==> src/rtl/game_tick_gen.sv <==
// game_tick_gen - programmable game-timing tick generator.
//
// Emits a one-cycle tick every `period` clocks while running. The period
// shrinks by STEP per speed level, never below MIN_PERIOD. A slow tick fires
// on every SLOW_DIV-th tick. A free-running frame counter counts ticks.
//
// Ports:
//   clk        system clock
//   rst_n      synchronous active-low reset
//   enable     1 = run, 0 = idle (period counter held cleared)
//   pause      1 = freeze counter and suppress ticks while enabled
//   speed_up   pulse: level + 1, saturating at MAX_LEVEL
//   speed_clr  pulse: level <- 0 (wins over speed_up)
//   tick       registered one-cycle game tick
//   slow_tick  registered pulse on every SLOW_DIV-th tick
//   level      current speed level
//   tick_count ticks since reset, wraps modulo 2^FRAME_W
//   period     period currently in use
//
// The period register is WIDTH bits wide. A period of exactly 2^WIDTH is
// held as 0. The wrap compare (cnt == period - 1) is done modulo 2^WIDTH,
// so that value still yields 2^WIDTH cycles between ticks.
module game_tick_gen #(
  parameter int WIDTH       = 18,
  parameter int BASE_PERIOD = 262144,
  parameter int STEP        = 16384,
  parameter int MIN_PERIOD  = 65536,
  parameter int MAX_LEVEL   = 7,
  parameter int LEVEL_W     = 3,
  parameter int SLOW_DIV    = 8,
  parameter int FRAME_W     = 16
) (
  input  logic               clk,
  input  logic               rst_n,
  input  logic               enable,
  input  logic               pause,
  input  logic               speed_up,
  input  logic               speed_clr,
  output logic               tick,
  output logic               slow_tick,
  output logic [LEVEL_W-1:0] level,
  output logic [FRAME_W-1:0] tick_count,
  output logic [WIDTH-1:0]   period
);

  // Extra LEVEL_W bits keep level*STEP from overflowing.
  localparam int PW     = WIDTH + LEVEL_W;
  localparam int SLOW_W = (SLOW_DIV > 1) ? $clog2(SLOW_DIV) : 1;

  localparam logic [PW-1:0]      BASE_EXT = PW'(BASE_PERIOD);
  localparam logic [PW-1:0]      MIN_EXT  = PW'(MIN_PERIOD);
  localparam logic [PW-1:0]      STEP_EXT = PW'(STEP);
  localparam logic [PW-1:0]      SPAN_EXT = PW'(BASE_PERIOD - MIN_PERIOD);
  localparam logic [SLOW_W-1:0]  SLOW_TOP = SLOW_W'(SLOW_DIV - 1);
  localparam logic [LEVEL_W-1:0] LVL_TOP  = LEVEL_W'(MAX_LEVEL);

  typedef enum logic [1:0] {
    IDLE  = 2'd0,
    RUN   = 2'd1,
    PAUSE = 2'd2
  } state_t;

  state_t             state_reg, state_next;
  logic [WIDTH-1:0]   cnt_reg, cnt_next;
  logic [WIDTH-1:0]   period_reg, period_next;
  logic               tick_reg, tick_next;
  logic               slow_reg, slow_next;
  logic [SLOW_W-1:0]  slow_cnt_reg, slow_cnt_next;
  logic [LEVEL_W-1:0] level_reg, level_next;
  logic [FRAME_W-1:0] frame_reg, frame_next;

  logic [PW-1:0]      level_step;
  logic [PW-1:0]      target_ext;
  logic [WIDTH-1:0]   target;
  logic               wrap;

  // Target period from the registered level. Clamping before the
  // subtraction means the subtraction can never underflow.
  assign level_step = PW'(level_reg) * STEP_EXT;
  assign target_ext = (level_step >= SPAN_EXT) ? MIN_EXT : (BASE_EXT - level_step);
  assign target     = target_ext[WIDTH-1:0];

  assign wrap = (cnt_reg == (period_reg - WIDTH'(1)));

  always_comb begin
    state_next    = state_reg;
    cnt_next      = cnt_reg;
    period_next   = period_reg;
    tick_next     = 1'b0;
    slow_next     = 1'b0;
    slow_cnt_next = slow_cnt_reg;
    frame_next    = frame_reg;

    // Work done at this edge depends on the state being left.
    case (state_reg)
      IDLE: begin
        cnt_next    = '0;
        period_next = target;
      end
      RUN: begin
        if (wrap) begin
          cnt_next    = '0;
          tick_next   = 1'b1;
          frame_next  = frame_reg + FRAME_W'(1);
          period_next = target;
          if (slow_cnt_reg == SLOW_TOP) begin
            slow_cnt_next = '0;
            slow_next     = 1'b1;
          end else begin
            slow_cnt_next = slow_cnt_reg + SLOW_W'(1);
          end
        end else begin
          cnt_next = cnt_reg + WIDTH'(1);
        end
      end
      PAUSE: begin
        // Count, period and slow divider all hold.
      end
      default: begin
        cnt_next = '0;
      end
    endcase

    if (!enable) begin
      state_next = IDLE;
    end else if (pause) begin
      state_next = PAUSE;
    end else begin
      state_next = RUN;
    end
  end

  // Level changes in every state. Clear takes priority over speed-up.
  always_comb begin
    level_next = level_reg;
    if (speed_clr) begin
      level_next = '0;
    end else if (speed_up && (level_reg != LVL_TOP)) begin
      level_next = level_reg + LEVEL_W'(1);
    end
  end

  always_ff @(posedge clk) begin
    if (!rst_n) begin
      state_reg    <= IDLE;
      cnt_reg      <= '0;
      period_reg   <= BASE_EXT[WIDTH-1:0];
      tick_reg     <= 1'b0;
      slow_reg     <= 1'b0;
      slow_cnt_reg <= '0;
      level_reg    <= '0;
      frame_reg    <= '0;
    end else begin
      state_reg    <= state_next;
      cnt_reg      <= cnt_next;
      period_reg   <= period_next;
      tick_reg     <= tick_next;
      slow_reg     <= slow_next;
      slow_cnt_reg <= slow_cnt_next;
      level_reg    <= level_next;
      frame_reg    <= frame_next;
    end
  end

  assign tick       = tick_reg;
  assign slow_tick  = slow_reg;
  assign level      = level_reg;
  assign tick_count = frame_reg;
  assign period     = period_reg;

endmodule
==> config.mk <==
export PLATFORM = sky130hd
export DESIGN_NAME = game_tick_gen
export DESIGN_NICKNAME = d
export VERILOG_FILES = /design/src/rtl/game_tick_gen.sv
export SDC_FILE = /design/constraint.sdc
export NUM_CORES = 1
export LEC_CHECK = 0
export CAP_MARGIN = 20
export CORE_ASPECT_RATIO = 1.2
export CORE_MARGIN = 1.5
export CORE_UTILIZATION = 31
export DETAILED_ROUTE_END_ITERATION = 6
export PLACE_DENSITY = 0.49
export SETUP_SLACK_MARGIN = 0.15
export SKIP_CTS_REPAIR_TIMING = 1
export SYNTH_ARGS = -nofsm -noshare
export SYNTH_HDL_FRONTEND = slang
export SYNTH_SLANG_ARGS = --single-unit
==> constraint.sdc <==
create_clock -name clk -period 2.6 [get_ports clk]
set_input_delay 0.52 -clock clk [delete_from_list [all_inputs] [get_ports clk]]
set_output_delay 0.52 -clock clk [all_outputs]
set_load 0.005 [all_outputs]
==> metrics <==
Yosys warning count=0; count leader, synth=dfxtp_1; Sw Pwr=0.310 mW; Final period util=0.880; CP max-delay cell=dfxtp_1; Post-synth EDFFs=0; Post-Route Utilization=0.380; Routed WL=5190 um; Area Growth Syn to Fin=19.0%; slew margin rel.=0.598; Max VDD drop=roughly 0.22 mV; flops & latches, synth=48; register area share after synthesis=0.390; DP Wirelength=between 3000 and 4000 um; Critical Path Max Stage Delay=0.42 ns; Rows=35; placed cell areas=2800 sq um; CP top delay family=simple AND/OR/NAND/NOR gates; TritonRoute pass-1 iters=4; Internal=0.966 mW; Total Neg Setup Slack=0 ns; CTS tree=yes; final hold violation count=0; die area=8490 sq um; largest net degree at the start of global routing=29; Final Skew=around 0.0094 ns; met1 GRT Util=0.156; Final ANT Viol Nets=0; DRT iter0 DRCs=96; Num CTS Buffers=5; GPL Wtd Cong=0.716; Avg Cell Area, Syn=8.52 sq um; Die X=approximately 84 um; DR vias=around 2100; antenna violations before repair=0; max-slew violations=0; Area contributors post-synth=dfxtp_1 39%, buf_4 5.5%, a21oi_1 4.5%, ha_1 4.1%, nor2_1 3.8%; CP endpoint kind=flop; commonest cells in the netlist=48 x dfxtp_1, 25 x nor2_1, 24 x nand2_1; I/O pin total=45; Setup CP Type=reg -> reg; Pwr Density=436 nW/um^2; Critical Path AT=roughly 2.5 ns; buffer depth of the longest clock path=2; Yosys top cell by area=dfxtp_1; max reg flops=18; root buffer cell=clkbuf_8; Initial Utilization=0.319; clk slew on worst S/H paths=0.09 ns; fin area=2930 sq um; Post-route DRC=0; status=completed; routed vias/inst=5.03; PortBufs=30; global-route wire length before repair=8910 um; Tmin final=2.29 ns; GR Layer Usage met3=0.0238; final hold slack=0.475 ns; die extent in y=101 um; Critical Path, Cell by Cell=inv_1 -> ha_1 -> xnor2_1 -> nor3_2 -> nand4b_4 -> buf_4 -> or3b_1 -> a21oi_1; GRT overflow=0; WP data required=2.84 ns; Antenna diodes=0; switching share of power=0.243; critical path fanouts, max=15; Synth cell types=43; Clock power frac=0.348; clock sink total=between 40 and 50; Synth Cell Area=approximately 2500 sq um; CP Launch Type=flop; Gate Count Post-Synth=slightly below 300; Setup Viol. Count Final=0; max cap viols=0; htree depth=2; Total Nets Final=~340; share of cells above drive strength 1=0.0738; Max Fclk=437 MHz; DR WL/cell=between 10 and 15 um; combinational power share=0.066; total track usage=0.127; ys async rst share=0; worst hold path type=reg -> reg; met2 Track Usage GR=0.226; Leak Pwr=approximately 1.1 nW; share of the synthesized area in the top cell type=0.390; worst slew pin tran=0.600 ns; RSZ-0062 raised after global routing=yes; worst path buffer plus inverter count=2; GRT busiest layer=met2; Flop pwr share=0.586; insertion delay to the later sink of the worst-skew pair=0.30 ns; Post-synth top flop=dfxtp_1; core area=7710 sq um; vias in the first global route=1861
## placed cells by master (no fill, tap or decap), drive strengths merged, types with 2 or more instances in the layout
cell type / count
a21o: 3
a21oi: 22
a22o: 2
a31oi: 5
and2: 2
and3: 4
buf: 11
clkbuf: 5
clkdlybuf4s50: 30
clkinv: 3
conb: 14
dfxtp: 48
ha: 8
inv: 11
mux2i: 9
nand2: 24
nand2b: 3
nand3: 8
nand4: 10
nor2: 25
nor2b: 2
nor3: 6
nor4: 5
o21ai: 19
o31ai: 6
or3: 13
or4: 5
xnor2: 7
xor2: 4
## final timing paths
kind | from | to | slack, ns | depth (start not counted)
worst max-delay path | period[14]$_SDFFE_PN0P_ | slow_cnt_reg[1]$_SDFFE_PN0P_ | 0.31 | 8
worst min-delay path | slow_cnt_reg[1]$_SDFFE_PN0P_ | slow_cnt_reg[1]$_SDFFE_PN0P_ | 0.48 | 2
worst max register to register | period[14]$_SDFFE_PN0P_ | slow_cnt_reg[1]$_SDFFE_PN0P_ | 0.31 | 8
worst min register to register | slow_cnt_reg[1]$_SDFFE_PN0P_ | slow_cnt_reg[1]$_SDFFE_PN0P_ | 0.48 | 2
## worst min-delay path, delay by kind of cell (launching register included)
kind               cells  cell delay, ns
DFF                    1            0.32
AOI/OAI and AO/OA      1            0.05
and+or+nand+nor        1            0.06
## final cells by class
| class | instances | area, sq um |
|---|---|---|
| fillers | 841 | 4780 |
| well taps | 92 | 115 |
| flip-flops and latches | 48 | 961 |
| repair buffers | 41 | 383 |
| clock inverters | 3 | 18.8 |
| multi-input cells | 217 | 1340 |
| clock buffers | 5 | 68.8 |
| inverters | 11 | 41.3 |
## kinds of logic after synthesis
group	share of synthesized area
multiplexers	0.0366
other	0.00152
AO/OA/AOI/OAI	0.153
AND/OR/NAND/NOR	0.244
buffers and inverters	0.0849
XOR/XNOR	0.0488
flip-flops	0.390
adder cells (fa/ha/maj)	0.0407
## per-stage QoR
stage / power [mW] / setup slack (ns) / instances
finish: 1.28 / 0.311 / 417
global route: 1.35 / 0.110 / 417
CTS: 1.30 / 0.193 / 412
detailed placement: 0.850 / 0.216 / 404
global placement: 0.850 / 0.297 / 404
floorplan: 0.836 / 0.542 / 302
## metal layers
metal	part of all wire	up-vias
met5	0	-
met4	0.013	0
met3	0.034	5
met2	0.49	32
met1	0.46	989
li1	-	1071
## power by group through the flow
stage	clock (mW)	combinational [mW]	sequential [mW]
final	0.444	0.0839	0.748
after global routing	0.505	0.0951	0.749
after CTS	0.471	0.0850	0.748
after detailed placement	0	0.0846	0.765
after global placement	0	0.0851	0.765
after floorplan	0	0.0722	0.764
(Power assumes the default switching activity.)
